[src/rtl/uart_pkg.sv]
// Shared constants for the serial console I/O port: register map, status bit
// positions and TX FSM state encoding.
package uart_pkg;

    localparam logic REG_DATA   = 1'b0;
    localparam logic REG_STATUS = 1'b1;

    localparam int ST_RXA  = 0;
    localparam int ST_TXS  = 1;
    localparam int ST_OVR  = 2;
    localparam int ST_FERR = 3;
    localparam int ST_TXOV = 4;
    localparam int ST_TXB  = 5;

    localparam logic [1:0] S_IDLE      = 2'd0;
    localparam logic [1:0] S_LAUNCH    = 2'd1;
    localparam logic [1:0] S_WAIT_BUSY = 2'd2;
    localparam logic [1:0] S_WAIT_DONE = 2'd3;

    function automatic logic [7:0] pack_status(
        input logic rxa, input logic txs, input logic ovr,
        input logic ferr, input logic txov, input logic txb);
        logic [7:0] s;
        s          = 8'h00;
        s[ST_RXA]  = rxa;
        s[ST_TXS]  = txs;
        s[ST_OVR]  = ovr;
        s[ST_FERR] = ferr;
        s[ST_TXOV] = txov;
        s[ST_TXB]  = txb;
        return s;
    endfunction

endpackage

[src/rtl/uart_fifo.sv]
// Synchronous show-ahead byte FIFO with wrap-bit pointers; a push into a full
// FIFO is accepted when a pop happens in the same cycle.
module uart_fifo
    import uart_pkg::*;
#(
    parameter int WIDTH = 8,
    parameter int AW    = 4
) (
    input  logic             clk,
    input  logic             rst,
    input  logic             push,
    input  logic             pop,
    input  logic [WIDTH-1:0] din,
    output logic [WIDTH-1:0] dout,
    output logic             empty,
    output logic             full
);
    localparam int DEPTH = 1 << AW;

    logic [WIDTH-1:0] r_mem [DEPTH];
    logic [AW:0]      r_wr_ptr;
    logic [AW:0]      r_rd_ptr;
    logic             w_do_push;
    logic             w_do_pop;

    assign empty     = (r_wr_ptr == r_rd_ptr);
    assign full      = (r_wr_ptr[AW] != r_rd_ptr[AW]) &&
                       (r_wr_ptr[AW-1:0] == r_rd_ptr[AW-1:0]);
    assign w_do_pop  = pop && !empty;
    assign w_do_push = push && (!full || w_do_pop);
    assign dout      = r_mem[r_rd_ptr[AW-1:0]];

    always_ff @(posedge clk or posedge rst) begin
        if (rst) begin
            r_wr_ptr <= '0;
            r_rd_ptr <= '0;
        end else begin
            if (w_do_push) r_wr_ptr <= r_wr_ptr + (AW+1)'(1);
            if (w_do_pop)  r_rd_ptr <= r_rd_ptr + (AW+1)'(1);
        end
    end

    // Storage is not reset; the pointers alone define validity.
    always_ff @(posedge clk) begin
        if (w_do_push) r_mem[r_wr_ptr[AW-1:0]] <= din;
    end

endmodule

[src/rtl/uart_io_port.sv]
// CPU-side DATA/STATUS port for the console UART: TX/RX byte FIFOs, one-frame
// TX pacing FSM and sticky error flags.
//
// state     | meaning
// ----------+--------------------------------------------------------
// IDLE      | waiting for a queued byte and an idle UART
// LAUNCH    | uart_transmit pulse, byte already latched in uart_tx_byte
// WAIT_BUSY | waiting for the UART to report it is transmitting
// WAIT_DONE | waiting for the current frame to finish
module uart_io_port
    import uart_pkg::*;
#(
    parameter int FIFO_AW = 4
) (
    input  logic       clk,
    input  logic       rst,
    input  logic       io_sel,
    input  logic       io_wr,
    input  logic       io_rd,
    input  logic [7:0] io_wdata,
    output logic [7:0] io_rdata,
    output logic       irq,
    output logic       uart_transmit,
    output logic [7:0] uart_tx_byte,
    input  logic       uart_is_transmitting,
    input  logic       uart_received,
    input  logic [7:0] uart_rx_byte,
    input  logic       uart_recv_error
);
    logic [1:0] r_state;
    logic [1:0] w_state_nxt;
    logic [7:0] r_tx_byte;
    logic [7:0] r_rdata;
    logic       r_irq;
    logic       r_ovr;
    logic       r_ferr;
    logic       r_txov;

    logic       w_data_wr;
    logic       w_data_rd;
    logic       w_status_rd;
    logic       w_tx_push;
    logic       w_tx_pop;
    logic       w_tx_empty;
    logic       w_tx_full;
    logic [7:0] w_tx_dout;
    logic       w_rx_push;
    logic       w_rx_pop;
    logic       w_rx_empty;
    logic       w_rx_full;
    logic [7:0] w_rx_dout;
    logic       w_ovr_set;
    logic       w_txov_set;
    logic       w_txb;
    logic [7:0] w_status;

    assign w_data_wr   = io_wr && (io_sel == REG_DATA);
    assign w_data_rd   = io_rd && (io_sel == REG_DATA);
    assign w_status_rd = io_rd && (io_sel == REG_STATUS);

    assign w_tx_pop   = (r_state == S_IDLE) && !w_tx_empty && !uart_is_transmitting;
    assign w_tx_push  = w_data_wr && (!w_tx_full || w_tx_pop);
    assign w_txov_set = w_data_wr && w_tx_full && !w_tx_pop;

    assign w_rx_pop   = w_data_rd && !w_rx_empty;
    assign w_rx_push  = uart_received && (!w_rx_full || w_rx_pop);
    assign w_ovr_set  = uart_received && w_rx_full && !w_rx_pop;

    assign w_txb    = !w_tx_empty || (r_state != S_IDLE);
    assign w_status = pack_status(!w_rx_empty, !w_tx_full, r_ovr, r_ferr, r_txov, w_txb);

    uart_fifo #(.WIDTH(8), .AW(FIFO_AW)) u_tx_fifo (
        .clk   (clk),
        .rst   (rst),
        .push  (w_tx_push),
        .pop   (w_tx_pop),
        .din   (io_wdata),
        .dout  (w_tx_dout),
        .empty (w_tx_empty),
        .full  (w_tx_full)
    );

    uart_fifo #(.WIDTH(8), .AW(FIFO_AW)) u_rx_fifo (
        .clk   (clk),
        .rst   (rst),
        .push  (w_rx_push),
        .pop   (w_rx_pop),
        .din   (uart_rx_byte),
        .dout  (w_rx_dout),
        .empty (w_rx_empty),
        .full  (w_rx_full)
    );

    always_comb begin
        w_state_nxt = r_state;
        case (r_state)
            S_IDLE:      if (w_tx_pop) w_state_nxt = S_LAUNCH;
            S_LAUNCH:    w_state_nxt = S_WAIT_BUSY;
            S_WAIT_BUSY: if (uart_is_transmitting) w_state_nxt = S_WAIT_DONE;
            S_WAIT_DONE: if (!uart_is_transmitting) w_state_nxt = S_IDLE;
            default:     w_state_nxt = S_IDLE;
        endcase
    end

    always_ff @(posedge clk or posedge rst) begin
        if (rst) begin
            r_state   <= S_IDLE;
            r_tx_byte <= 8'h00;
        end else begin
            r_state <= w_state_nxt;
            if (w_tx_pop) r_tx_byte <= w_tx_dout;
        end
    end

    // An error event in the same cycle as a STATUS read wins over the clear.
    always_ff @(posedge clk or posedge rst) begin
        if (rst) begin
            r_ovr  <= 1'b0;
            r_ferr <= 1'b0;
            r_txov <= 1'b0;
            r_irq  <= 1'b0;
        end else begin
            r_ovr  <= w_ovr_set       || (r_ovr  && !w_status_rd);
            r_ferr <= uart_recv_error || (r_ferr && !w_status_rd);
            r_txov <= w_txov_set      || (r_txov && !w_status_rd);
            r_irq  <= !w_rx_empty || r_ovr || r_ferr || r_txov;
        end
    end

    always_ff @(posedge clk or posedge rst) begin
        if (rst) begin
            r_rdata <= 8'h00;
        end else if (io_rd) begin
            if (io_sel == REG_DATA) r_rdata <= w_rx_empty ? 8'h00 : w_rx_dout;
            else                    r_rdata <= w_status;
        end
    end

    assign io_rdata      = r_rdata;
    assign irq           = r_irq;
    assign uart_transmit = (r_state == S_LAUNCH);
    assign uart_tx_byte  = r_tx_byte;

endmodule

[config.mk]
export PLATFORM = sky130hd
export DESIGN_NAME = uart_io_port
export DESIGN_NICKNAME = d
export VERILOG_FILES = /design/src/rtl/uart_pkg.sv /design/src/rtl/uart_fifo.sv /design/src/rtl/uart_io_port.sv
export SDC_FILE = /design/constraint.sdc
export NUM_CORES = 1
export LEC_CHECK = 0
export BUFFER_PORTS_ARGS = -buffer_cell sky130_fd_sc_hd__buf_2
export CAP_MARGIN = 10
export CORE_MARGIN = 2
export CORE_UTILIZATION = 60
export CTS_CLUSTER_DIAMETER = 100
export DETAILED_ROUTE_END_ITERATION = 7
export GPL_TIMING_DRIVEN = 0
export PLACE_DENSITY_LB_ADDON = 0.15
export SYNTH_ARGS = -nofsm -noshare
export SYNTH_HDL_FRONTEND = slang
export SYNTH_SLANG_ARGS = --single-unit
[constraint.sdc]
create_clock -name clk -period 2.6 [get_ports clk]
set_clock_uncertainty 0.05 [all_clocks]
set_input_delay 0.26 -clock clk [delete_from_list [all_inputs] [get_ports clk]]
set_output_delay 0.26 -clock clk [all_outputs]
set_load 0.005 [all_outputs]
==> metrics.csv, run 1 <==
metric,value,unit
status,"finished, final reports clean",
rr_startpoint,u_rx_fifo.r_wr_ptr[3],
final_layout_size_suffix_gt1_share,26.1,%
grt_max_degree,43,
clkPwrFrac,30.3,%
synth_top_area_share,64.0,%
combPwrFrac,28.6,%
slowest_delay,0.59,ns
rrSetupSlack,0.18,ns
whs_endpoint,r_state[0],
holdPathStages,3,
regArea,8740,sq um
p_switching,0.00436,W
hpwlAfterDp,15.8,mm
clk_pin_slew,0.06,ns
fmax,413,MHz
post_layout_nonfiller_instances,984,
std_cell_rows,51,
syn_inst,619,
hp-class,in -> reg,
grt_use_total,23.0,%
core_area,19500,sq um
htree_levels,1,
finalSetupViolations,0,
ios,42,
grt_overflow,0,
dieArea,21200,sq um
syn_area,12000,sq um
path_cells,"clkbuf_2, xor2_1, nor4_2, a21boi_1, clkbuf_1, and3_1",
synth_edf_count,256,
final_cell_mix,"edfxtp_1, buf_2, mux4_2, dfrtp_1, clkbuf_16",
grt_pass1_wl,36.7,mm
ys_seq_area_share,72.8,%
seq_power_share,41.1,%
avgRoutedWirePerCell,24.3,um
dp_cells,925,
multi_input_area,3040,sq um
syn_to_final_growth,13.8,%
wl,23.9,mm
firstDrtPassIters,5,
async_flop_share,14.1,%
irDropWorstVdd,0.586,mV
numClockSinks,298,
gp_congestion,0.840,
critPathSlowestCell,and3_1,
start_kind,flop,
required,2.72,ns
timing.hold.ws,0.0444,ns
yosysUniqueCellTypes,46,
ant_nets,0,
nets,735,
min_period,2.42,ns
vias_per_cell,6.22,
fill_cells,1232,
antenna_found_initial,0,
cap_violations,0,
p_total,0.0149,W
path_max_fanout,10,
cp-end-kind,flop,
die_width,145,um
final-max-slew-violation-count,0,
vias,6120,
cts_tree,done,
yosysTopAreaCell,edfxtp_1,
yosys-top-cells-area,"edfxtp_1, mux4_2, dfrtp_1, mux4_1, and3_1",
start_util,61.5,%
rr_endpoint,u_rx_fifo.r_mem[14][2],
clock_path_buffers,3,
diodes,0,
chipHeight,145,um
relSlewSlack,41.0,%
critPathKind,reg -> reg,
clk_latency,0.54,ns
syn-mean-instance-area,19.4,sq um
synth_flop_cell,edfxtp_1,
min_from,uart_is_transmitting,
layout_commonest_cell,edfxtp_1,
finalHoldViolations,0,
port_buffers,41,
synth_seq_cells,298,
rsz0062_at_grt,false,
grt_pass1_vias,6164,
drc,0,
synth_nets,658,
switching_share,29.3,%
cp.arrival,2.54,ns
drtIter0Drc,509,
tightest_slew,0.884,ns
fin_crit_sh,93.1,%
p_int,0.0105,W
cellLeakagePower,4.88,nW
root_buffer,clkbuf_16,
yosys_warnings,0,
cts_buffers,30,
power-per-cell-area,1090,nW/um^2
r2r_cells,6,
-- layout make-up --
type                    instances  area share [%]
repair buffers                 45            1.80
multi-input cells             275            22.3
well taps                     265            2.43
plain buffers                  35            1.52
inverters                      11           0.302
clock buffers                  34            5.76
flip-flops and latches        298            64.0
clock inverters                21            1.93
-- state kept, by name, summed over array words and instances, names as in the netlist --
name and cells:
u_rx_fifo.r_mem 128, u_tx_fifo.r_mem 128, io_rdata 8, uart_tx_byte 8, u_rx_fifo.r_rd_ptr 5, u_rx_fifo.r_wr_ptr 5
u_tx_fifo.r_rd_ptr 5, u_tx_fifo.r_wr_ptr 5, r_state 2, irq 1, r_ferr 1, r_ovr 1
r_txov 1
-- cell families after synthesis --
logic type / Yosys count / share of synthesized area [%]
compound gates: 58 / 3.23
simple gates: 92 / 4.18
xor+xnor: 27 / 1.97
buf+inv: 46 / 2.07
flops: 298 / 72.8
mux: 83 / 14.2
fa+ha+maj: 15 / 1.56
-- power by group through the flow --
stage                     clock network [W]  registers [W]  logic [W]
after floorplan                           0        0.00612    0.00306
after detailed placement                  0        0.00620    0.00424
final                               0.00451        0.00611    0.00425
after global placement                    0        0.00616    0.00413
after global routing                0.00474        0.00617    0.00460
after CTS                           0.00457        0.00611    0.00426
-- worst max-delay path by stage --
stage                                startpoint                     end  slack, ns
after floorplan           u_rx_fifo.r_rd_ptr[0]   u_rx_fifo.r_mem[3][0]       0.41
after global placement    u_rx_fifo.r_rd_ptr[3]   u_rx_fifo.r_mem[3][5]      -0.44
after detailed placement  u_rx_fifo.r_rd_ptr[3]   u_rx_fifo.r_mem[3][4]       0.08
after CTS                 u_rx_fifo.r_rd_ptr[3]   u_rx_fifo.r_mem[3][4]       0.04
after global routing      u_rx_fifo.r_wr_ptr[3]  u_rx_fifo.r_mem[14][2]      0.005
final                     u_rx_fifo.r_wr_ptr[3]  u_rx_fifo.r_mem[14][2]       0.18
-- per-layer routing --
| metal | wire (um) | global-route usage, % | up-vias |
|---|---|---|---|
| met5 | 0 | 0 | - |
| met3 | 1740 | 4.04 | 40 |
| met2 | 11300 | 35.5 | 232 |
| met4 | 489 | 5.59 | 0 |
| met1 | 10400 | 35.2 | 3196 |
| li1 | - | - | 2652 |
-- synth_stat cells, types with 10 or more instances --
cell type / instances
edfxtp_1: 256
mux4_2: 48
dfrtp_1: 42
and3_1: 33
nand2_1: 21
mux4_1: 16
o22ai_1: 16
ha_1: 15
xnor2_1: 15
buf_2: 14
xor2_1: 12
inv_1: 11
nor2_1: 11
mux2i_1: 10
-- stage by stage --
stage | setup slack [ns] | util [%] | area (sq um) | TNS, ns
2_1_floorplan | 0.413 | - | 12000 | 0
3_3_place_gp | -0.442 | 64.2 | 12500 | -3.54
3_5_place_dp | 0.0825 | 64.3 | 12500 | 0
4_1_cts | 0.0408 | 69.8 | 13600 | 0
5_1_grt | 0.00456 | 69.9 | 13700 | 0
6_report | 0.180 | 69.9 | 13700 | 0
-- critical path: cells and delay by family, from the launching register on --
kind	cells	cell delay [ns]
AND/OR/NAND/NOR	2	0.68
AO/OA/AOI/OAI	1	0.20
flip-flops	1	0.35
buffers and inverters	2	0.55
XOR/XNOR	1	0.21
-- what timing repair did --
| item | CTS | global route |
|---|---|---|
| hold buffers | 4 | 0 |
| buffers inserted | 0 | 0 |
| gates resized for setup | 0 | 11 |
| setup endpoints to repair | 0 | 80 |
| hold endpoints to repair | 45 | 0 |
Power figures use the tool's default switching activity.
==> inputs of run 2 (changes only) <==
--- a/config.mk
+++ b/config.mk
@@ -7,7 +7,7 @@
 export LEC_CHECK = 0
 export BUFFER_PORTS_ARGS = -buffer_cell sky130_fd_sc_hd__buf_2
 export CAP_MARGIN = 10
-export CORE_MARGIN = 2
+export CORE_MARGIN = 1.5
 export CORE_UTILIZATION = 60
 export CTS_CLUSTER_DIAMETER = 100
 export DETAILED_ROUTE_END_ITERATION = 7
==> run 2 against run 1 <==
Effect of this change:
- design area is 0.60% lower
- sequential share of layout area is 0.39 points higher
- fmax hardly changed
- die area is 1.4% lower
- highest routed layer unchanged
- sequential power hardly changed
- hold slack worse by 0.0070 ns
- flip-flop and latch count stayed put
- combinational power hardly changed
- core utilization is 0.42 points lower
- wire length is 1.1% higher
- critical path depth stayed put
- count of clock-buffer cells in the layout is 12 higher
==> metrics.csv, run 2 (synthesis results as in run 1) <==
metric,value,unit
status,"finished, final reports clean",
crit_family,simple AND/OR/NAND/NOR gates,
grt_overflow,0,
core_area,19500,sq um
grt_pass1_wl,36.4,mm
finalSetupViolations,0,
rsz0062_at_grt,false,
antenna_found_initial,0,
wl,24.1,mm
fill_cells,1255,
grt_pass1_vias,6130,
slowest_delay,0.61,ns
layout_commonest_cell,edfxtp_1,
gr-usage-met1,37.0,%
multi_input_area,3040,sq um
met2_usage,37.7,%
vias_per_cell,6.22,
cts_tree,done,
nets,735,
ios,42,
std_cell_rows,51,
relSlewSlack,40.4,%
regArea,8740,sq um
grt_max_degree,43,
dpl-instance-area,12500,sq um
dieArea,20900,sq um
hpwlAfterDp,15.6,mm
port_buffers,41,
tns,0,ns
fin_crit_sh,93.1,%
critPathKind,reg -> reg,
top_usage_layer,met2,
diodes,0,
final_layout_size_suffix_gt1_share,25.6,%
grt_use_total,24.3,%
critPathSlowestCell,and3_1,
firstDrtPassIters,5,
power-per-cell-area,1070,nW/um^2
hp-class,in -> reg,
finalHoldViolations,0,
gp_congestion,0.828,
required,2.73,ns
cap_violations,0,
ant_nets,0,
path_max_fanout,10,
p_total,0.0145,W
timing.hold.ws,0.0374,ns
cp_num_buf_inv,2,
clock_path_buffers,3,
cts_buffers,30,
min_period,2.42,ns
die_width,144,um
syn_to_final_growth,13.1,%
fmax,413,MHz
tightest_slew,0.893,ns
clk_latency,0.55,ns
final_area,13600,sq um
cellLeakagePower,4.85,nW
htree_levels,1,
drtIter0Drc,584,
path_cells,"clkbuf_2, xor2_1, nor4_2, a21boi_1, clkbuf_1, and3_1",
start_util,61.5,%
drc,0,
cp-end-kind,flop,
cp.arrival,2.55,ns
irDropWorstVdd,0.633,mV
root_buffer,clkbuf_16,
final-max-slew-violation-count,0,
clk_pin_slew,0.06,ns
final_cell_mix,"edfxtp_1, buf_2, mux4_2, dfrtp_1, clkbuf_16",
avgRoutedWirePerCell,24.5,um
numClockSinks,298,
vias,6122,
chipHeight,144,um
start_kind,flop,
met3_usage,3.44,%
==> run 2: cell count changes in the layout (fill, tap and decap cells not counted), sizes merged <==
cell and change:
bufinv -5, clkbuf +12, clkinv -4, clkinvlp -2
==> run 2: layer usage <==
metal,vias to the layer above,part of all wire [%]
li1,2657,-
met1,3188,44
met2,231,47
met3,46,6.7
met4,0,2.3
met5,-,0
==> run 2: worst min-delay path, stage by stage <==
cell and delay (ns):
buf_2 0.12, a221oi_2 0.08, mux2i_1 0.12
==> run 2: layout make-up <==
type	count	area share [%]
clock buffers	46	6.57
clock inverters	10	0.581
multi-input cells	275	22.4
plain buffers	35	1.53
flip-flops and latches	298	64.4
well taps	265	2.44
inverters	11	0.304
repair buffers	45	1.81
==> run 2: what timing repair did <==
action	in CTS	in global routing
gates resized for setup	0	9
setup buffers	0	0
endpoints found under the hold margin	45	0
hold buffers	4	0
setup endpoints to repair	0	71
==> run 2: final timing paths <==
path / cells past startpoint / slack (ns) / endpoint / start
max: 6 / 0.18 / u_rx_fifo.r_mem[8][3] / u_rx_fifo.r_wr_ptr[3]
min: 3 / 0.04 / r_state[0] / uart_is_transmitting
max reg2reg: 6 / 0.18 / u_rx_fifo.r_mem[8][3] / u_rx_fifo.r_wr_ptr[3]
min reg2reg: 2 / 0.43 / uart_tx_byte[2] / uart_tx_byte[2]
max in group asynchronous: 3 / 1.52 / u_tx_fifo.r_rd_ptr[2] / rst
min in group asynchronous: 3 / 0.40 / u_rx_fifo.r_wr_ptr[4] / rst
==> run 2: through the flow <==
step                util [%]  setup WS, ns  std cells
CTS                     69.4        0.0466        985
detailed placement      64.3        0.0832        925
global placement        64.2        -0.380        925
global route            69.5       0.00614        985
finish                  69.5         0.178        985
floorplan                  -         0.413        619
==> run 2: report_power, final <==
part | switching, W | leakage (nW) | internal (W) | total (W)
combinational | 0.00234 | 1.55 | 0.00194 | 0.00428
clock | 0.00170 | 0.483 | 0.00245 | 0.00415
sequential | 0.000296 | 2.82 | 0.00581 | 0.00610
